`src/rtl/hazard_ctrl.sv`:
```
// hazard_ctrl: ID-stage pipeline controller for a 5-stage RV32 subset core.
// Decodes the IF/ID instruction, selects the immediate format, tracks the
// EX/MEM destination shadows, inserts load-use / branch-operand stalls and
// flushes the front end on a taken BEQ.
// Optional feature macro: HAZARD_STATS_EN (adds stall/flush counters).
module hazard_ctrl #(
  parameter int REG_AW = 5
`ifdef HAZARD_STATS_EN
  , parameter int CNT_W = 16
`endif
) (
  input  logic        clk_i,
  input  logic        rst_i,
  input  logic [31:0] instr_i,
  input  logic        instr_valid_i,
  input  logic        branch_taken_i,
  input  logic        ext_stall_i,
  output logic        pc_write_o,
  output logic        ifid_write_o,
  output logic        ifid_flush_o,
  output logic        idex_bubble_o,
  output logic        pc_src_o,
  output logic [2:0]  imm_sel_o
`ifdef HAZARD_STATS_EN
  , output logic [CNT_W-1:0] stall_cnt_o,
  output logic [CNT_W-1:0] flush_cnt_o
`endif
);

  localparam logic [2:0] IMM_NONE  = 3'd0;
  localparam logic [2:0] IMM_I     = 3'd1;
  localparam logic [2:0] IMM_SHAMT = 3'd2;
  localparam logic [2:0] IMM_S     = 3'd3;
  localparam logic [2:0] IMM_B     = 3'd4;

  typedef enum logic {ST_RUN, ST_FLUSH} state_t;

  state_t r_state, w_state_next;

  // EX and MEM destination shadows
  logic [REG_AW-1:0] r_ex_rd, r_mem_rd;
  logic              r_ex_we, r_ex_load, r_ex_beq;
  logic              r_mem_we, r_mem_load;

  // ID decode results
  logic [9:0]        w_key;
  logic [REG_AW-1:0] w_rs1, w_rs2, w_rd;
  logic              w_use1, w_use2, w_wr, w_is_load, w_is_beq;
  logic [2:0]        w_imm;
  logic              w_unused;

  assign w_key    = {instr_i[14:12], instr_i[6:0]};
  assign w_rs1    = instr_i[15 +: REG_AW];
  assign w_rs2    = instr_i[20 +: REG_AW];
  assign w_rd     = instr_i[7 +: REG_AW];
  assign w_unused = &{1'b0, instr_i[31:25]};

  // Instruction decode; an invalid slot decodes as a NOP
  always_comb begin
    w_use1    = 1'b0;
    w_use2    = 1'b0;
    w_wr      = 1'b0;
    w_is_load = 1'b0;
    w_is_beq  = 1'b0;
    w_imm     = IMM_NONE;
    if (instr_valid_i) begin
      if (w_key[6:0] == 7'b0110011) begin            // R-type, any funct3
        w_use1 = 1'b1; w_use2 = 1'b1; w_wr = 1'b1;
      end else begin
        case (w_key)
          {3'b000, 7'b0010011}: begin w_use1 = 1'b1; w_wr = 1'b1; w_imm = IMM_I; end      // ADDI
          {3'b101, 7'b0010011}: begin w_use1 = 1'b1; w_wr = 1'b1; w_imm = IMM_SHAMT; end  // SRAI
          {3'b010, 7'b0000011}: begin w_use1 = 1'b1; w_wr = 1'b1; w_is_load = 1'b1; w_imm = IMM_I; end // LW
          {3'b010, 7'b0100011}: begin w_use1 = 1'b1; w_use2 = 1'b1; w_imm = IMM_S; end    // SW
          {3'b000, 7'b1100011}: begin w_use1 = 1'b1; w_use2 = 1'b1; w_is_beq = 1'b1; w_imm = IMM_B; end // BEQ
          default: ;
        endcase
      end
    end
  end

  // Hazard detection against the shadows (x0 never matches since we=0 for rd=0)
  logic w_ex_hit, w_mem_hit, w_h_lu, w_h_ba, w_h_bl, w_stall, w_taken;

  assign w_ex_hit  = r_ex_we  & ((w_use1 & (w_rs1 != '0) & (w_rs1 == r_ex_rd)) |
                                 (w_use2 & (w_rs2 != '0) & (w_rs2 == r_ex_rd)));
  assign w_mem_hit = r_mem_we & ((w_use1 & (w_rs1 != '0) & (w_rs1 == r_mem_rd)) |
                                 (w_use2 & (w_rs2 != '0) & (w_rs2 == r_mem_rd)));
  assign w_h_lu  = w_ex_hit & r_ex_load;
  assign w_h_ba  = w_is_beq & w_ex_hit & ~r_ex_load;
  assign w_h_bl  = w_is_beq & ((w_ex_hit & r_ex_load) | (w_mem_hit & r_mem_load));
  assign w_stall = w_h_lu | w_h_ba | w_h_bl;
  assign w_taken = r_ex_beq & branch_taken_i;

  // Next-state and pipeline control; reset, then ext stall, then branch, then hazard
  always_comb begin
    w_state_next  = r_state;
    pc_write_o    = 1'b1;
    ifid_write_o  = 1'b1;
    ifid_flush_o  = 1'b0;
    idex_bubble_o = 1'b0;
    pc_src_o      = 1'b0;
    if (rst_i) begin
      w_state_next  = ST_RUN;
      pc_write_o    = 1'b0;
      ifid_write_o  = 1'b0;
      ifid_flush_o  = 1'b1;
      idex_bubble_o = 1'b1;
    end else if (ext_stall_i) begin
      pc_write_o   = 1'b0;
      ifid_write_o = 1'b0;
    end else begin
      case (r_state)
        ST_RUN: begin
          if (w_taken) begin
            pc_src_o      = 1'b1;
            ifid_flush_o  = 1'b1;
            idex_bubble_o = 1'b1;
            w_state_next  = ST_FLUSH;
          end else if (w_stall) begin
            pc_write_o    = 1'b0;
            ifid_write_o  = 1'b0;
            idex_bubble_o = 1'b1;
          end
        end
        default: w_state_next = ST_RUN;  // FLUSH: IF/ID holds a NOP, run normally
      endcase
    end
  end

  assign imm_sel_o = rst_i ? IMM_NONE : w_imm;

  // State register and shadow pipeline; both hold while memory is busy
  always_ff @(posedge clk_i) begin
    if (rst_i) begin
      r_state    <= ST_RUN;
      r_ex_rd    <= '0;
      r_ex_we    <= 1'b0;
      r_ex_load  <= 1'b0;
      r_ex_beq   <= 1'b0;
      r_mem_rd   <= '0;
      r_mem_we   <= 1'b0;
      r_mem_load <= 1'b0;
    end else if (!ext_stall_i) begin
      r_state    <= w_state_next;
      r_mem_rd   <= r_ex_rd;
      r_mem_we   <= r_ex_we;
      r_mem_load <= r_ex_load;
      if (idex_bubble_o) begin
        r_ex_rd   <= '0;
        r_ex_we   <= 1'b0;
        r_ex_load <= 1'b0;
        r_ex_beq  <= 1'b0;
      end else begin
        r_ex_rd   <= w_rd;
        r_ex_we   <= w_wr & (w_rd != '0);
        r_ex_load <= w_is_load;
        r_ex_beq  <= w_is_beq;
      end
    end
  end

`ifdef HAZARD_STATS_EN
  logic [CNT_W-1:0] r_stall_cnt, r_flush_cnt;
  logic             w_stall_ev, w_flush_ev;

  assign w_stall_ev = ~rst_i & ~ext_stall_i & idex_bubble_o & ~ifid_flush_o;
  assign w_flush_ev = ~rst_i & ~ext_stall_i & ifid_flush_o;

  // Saturating statistics counters
  always_ff @(posedge clk_i) begin
    if (rst_i) begin
      r_stall_cnt <= '0;
      r_flush_cnt <= '0;
    end else begin
      if (w_stall_ev && !(&r_stall_cnt)) r_stall_cnt <= r_stall_cnt + 1'b1;
      if (w_flush_ev && !(&r_flush_cnt)) r_flush_cnt <= r_flush_cnt + 1'b1;
    end
  end

  assign stall_cnt_o = r_stall_cnt;
  assign flush_cnt_o = r_flush_cnt;
`endif

endmodule

```
`config.mk`:
```
export PLATFORM = sky130hd
export DESIGN_NAME = hazard_ctrl
export DESIGN_NICKNAME = d
export VERILOG_FILES = /design/src/rtl/hazard_ctrl.sv
export SDC_FILE = /design/constraint.sdc
export NUM_CORES = 1
export LEC_CHECK = 0
export ABC_AREA = 1
export BUFFER_PORTS_ARGS = -buffer_cell sky130_fd_sc_hd__clkbuf_2
export CAP_MARGIN = 0
export CELL_PAD_IN_SITES_DETAIL_PLACEMENT = 0
export CELL_PAD_IN_SITES_GLOBAL_PLACEMENT = 1
export CORE_MARGIN = 5
export CORE_UTILIZATION = 37
export CTS_CLUSTER_DIAMETER = 50
export DETAILED_ROUTE_END_ITERATION = 12
export PLACE_DENSITY_LB_ADDON = 0.1
export SLEW_MARGIN = 20
export SYNTH_ARGS = -nofsm -noshare
export SYNTH_HDL_FRONTEND = slang
export SYNTH_SLANG_ARGS = --single-unit
```
`constraint.sdc`:
```
create_clock -name clk_i -period 3.8 [get_ports clk_i]
set_clock_uncertainty 0.15 [all_clocks]
set_input_delay 0.38 -clock clk_i [delete_from_list [all_inputs] [get_ports clk_i]]
set_output_delay 0.38 -clock clk_i [all_outputs]
set_load 0.05 [all_outputs]
```
==> key figures <==
Critical path
  – Crit path from: r_ex_rd[1]$_SDFFE_PP0N_
  – CP required: 3.27 ns
  – CP arrival: 1.93 ns
  – Critical Path Start Type: flop
  – Max FO, Critical Path: 4
  – Reg2reg path depth: 10
  – Critical path endpoint category: primary output
  – Worst r2r dst: r_ex_beq$_SDFFE_PP0N_
  – Setup slack, reg-to-reg: 2.09 ns
  – Setup CP Type: reg2out
  – Critical Path Sink: pc_write_o
  – Worst r2r src: r_ex_rd[3]$_SDFFE_PP0N_

Detailed routing
  – Drt pass-1 iters: 4
  – DRC violations left: 0
  – Post-route ant nets: 0
  – WL per Instance: 11.2 um
  – Via density: 4.63
  – Via count: 1279
  – Drt initial violations: 49
  – Detailed Route WL: 3.08 mm

Power
  – Power Internal: 0.263 mW
  – Sw frac: 29.9%
  – Sequential Power Share: 46.9%
  – Leakage: 0.690 nW
  – Worst IR drop on VDD: 0.198 mV
  – Pwr dens: 237 mW/mm^2
  – Clock power frac: 29.6%
  – Net switching power figure: 0.112 mW
  – Comb power frac: 23.5%

Die
  – Row count: 21
  – Top-Level Pins: 45
  – Area of the die: 0.00491 mm^2
  – Die height: 70.0 um
  – Chip Width: 70.0 um
  – Core area: 0.00342 mm^2
  – Initial Utilization: 39.0%

Timing
  – Max_slew headroom: 60.4%
  – Final Cycle Share: 64.8%
  – Fmax: 406 MHz
  – Final setup TNS: 0 ns
  – Slew @ Worst Pin: 0.595 ns
  – Crit path time final: 2.46 ns
  – RSZ-0062 raised after global routing: no
  – Final Slew Violations: 0
  – Final setup fails: 0
  – Final Hold Viols: 0

Final layout
  – Fin nets: 268
  – Post-route cell area: 0.00159 mm^2
  – Share of cells above drive strength 1: 34.8%
  – Antenna fix cells: 0
  – Synth-to-layout area growth: 18.9%
  – Fill count: 390
  – Commonest non-fill, non-tap cells in the layout: nand2_1 (37), clkbuf_2 (37), nor2_1 (21)

Logic synthesis
  – Synth cell types: 29
  – Post-synth design cell area: 0.00133 mm^2
  – Top cell type's share of synthesized area: 24.0%
  – Yosys reg bits: 16
  – Sequential-to-total area share from yosys stat: 24.0%
  – Cells after synthesis: 195
  – Syn nets: 232
  – Avg Synthesized Cell Area: 6.84 um^2
  – Number of synthesis warnings: 0
  – Top cell type by total area after synthesis: dfxtp_1
  – Top post-synthesis cells by area: dfxtp_1 (24%), nand2_1 (10%), xnor2_1 (7.9%)

Clock network
  – Post-CTS Setup Bufs: 0
  – TritonCTS Buffers: 3
  – Max clock buf depth: 2
  – Post-CTS sizing: 0
  – CTS H-tree lvls: 1
  – Post-CTS Hold Fix Bufs: 0
  – CTS tree: built
  – Clock Pin Slew Worst Setup and Hold Paths: 0.09 ns
  – Latest clock arrival within the worst-skew pair: 0.28 ns
  – Root buf cell: clkbuf_4
  – Clock sink count: 16

Outcome
  – Status: finished clean

Place
  – Final Wtd Congestion: 0.899
  – Number of I/O port buffers: 37
  – Post-placement cell area: 0.00155 mm^2
  – HPWL Detailed: 2.59 mm

Run
  – Max cap viols: 0

Global routing
  – Vias in the first global route: 1329
  – Global-route wire length before repair: 5.57 mm
  – Largest net degree at the start of global routing: 26
  – Initial antenna violation count: 0
  – Total track usage: 13.4%
  – Grt total ovfl: 0

Hold path
  – Worst hold path type: in2reg
==> stage by stage <==
step                std cells  setup slack (ns)  utilization (%)  total power [mW]  hold slack, ns
floorplan                 195             0.548                -             0.237           0.295
global placement          272              1.37             45.4             0.267           0.305
detailed placement        272              1.36             45.4             0.269           0.312
CTS                       276              1.30             46.4             0.381           0.258
global route              276              1.13             46.4             0.398           0.288
finish                    276              1.34             46.4             0.376           0.263
==> critical path: stages, from the launching register on <==
cell and delay [ns]:
dfxtp_1 0.48, xor2_1 0.18, nor3_1 0.08, nand3_1 0.08, nand2_1 0.08, nand2_2 0.08, nand2_4 0.08, a211oi_1 0.26
clkbuf_2 0.34
==> flip-flops by register name, summed over array words and instances, names as in the netlist <==
name        flops
r_ex_load       1
r_ex_we         1
r_mem_we        1
r_ex_beq        1
r_mem_load      1
r_state         1
r_mem_rd        5
r_ex_rd         5
==> cells by family (layout without fill, tap and decap cells) <==
logic type / after synthesis / count (layout) / share of synthesized area [%]
compound gates: 24 / 24 / 12.3
xor+xnor: 20 / 20 / 13.1
buf+inv: 30 / 65 / 8.72
flops: 16 / 16 / 24.0
simple gates: 105 / 105 / 41.8
==> routing by layer <==
layer	vias to the layer above	wire length, um	GRT usage (%)	part of all wire, %
met3	4	156	2.73	5.1
met2	31	1300	21.3	42
met4	0	29	3.19	0.94
met1	549	1590	18.6	52
met5	-	0	0	0
li1	695	-	-	-
==> synth_stat cells (all sizes together) <==
| cell | instances |
|---|---|
| a211oi | 2 |
| a21boi | 1 |
| a21oi | 16 |
| a221oi | 1 |
| and2 | 1 |
| buf | 1 |
| clkbuf | 5 |
| dfxtp | 16 |
| inv | 24 |
| nand2 | 45 |
| nand3 | 20 |
| nand4 | 1 |
| nor2 | 28 |
| nor3 | 9 |
| nor4 | 1 |
| o21a | 1 |
| o21ai | 3 |
| xnor2 | 12 |
| xor2 | 8 |
==> worst min-delay path by stage <==
stage / startpoint / cells after the start / endpoint
5_1_grt: instr_i[10] / 5 / r_ex_rd[3]$_SDFFE_PP0N_
2_1_floorplan: r_mem_we$_SDFFE_PP0N_ / 2 / r_mem_we$_SDFFE_PP0N_
6_report: instr_i[9] / 5 / r_ex_rd[2]$_SDFFE_PP0N_
4_1_cts: instr_i[11] / 5 / r_ex_rd[4]$_SDFFE_PP0N_
3_5_place_dp: r_mem_we$_SDFFE_PP0N_ / 2 / r_mem_we$_SDFFE_PP0N_
3_3_place_gp: r_mem_we$_SDFFE_PP0N_ / 2 / r_mem_we$_SDFFE_PP0N_
==> power by group through the flow <==
| stage | registers, mW | clock network, mW | logic, mW |
|---|---|---|---|
| 5_1_grt | 0.177 | 0.121 | 0.0998 |
| 6_report | 0.176 | 0.111 | 0.0883 |
| 4_1_cts | 0.176 | 0.115 | 0.0894 |
| 3_5_place_dp | 0.180 | 0 | 0.0890 |
| 2_1_floorplan | 0.178 | 0 | 0.0586 |
| 3_3_place_gp | 0.180 | 0 | 0.0871 |
==> final cells by class <==
type                            count  area, um^2  share of cell area [%]
Inverter                           24        90.1                    5.68
Timing Repair Buffer               37         185                    11.7
Clock buffer                        4        36.3                    2.29
Tap cell                           46        57.6                    3.63
Sequential cell                    16         320                    20.2
Multi-Input combinational cell    149         897                    56.5
No activity file was read; power rests on OpenSTA's default activity.
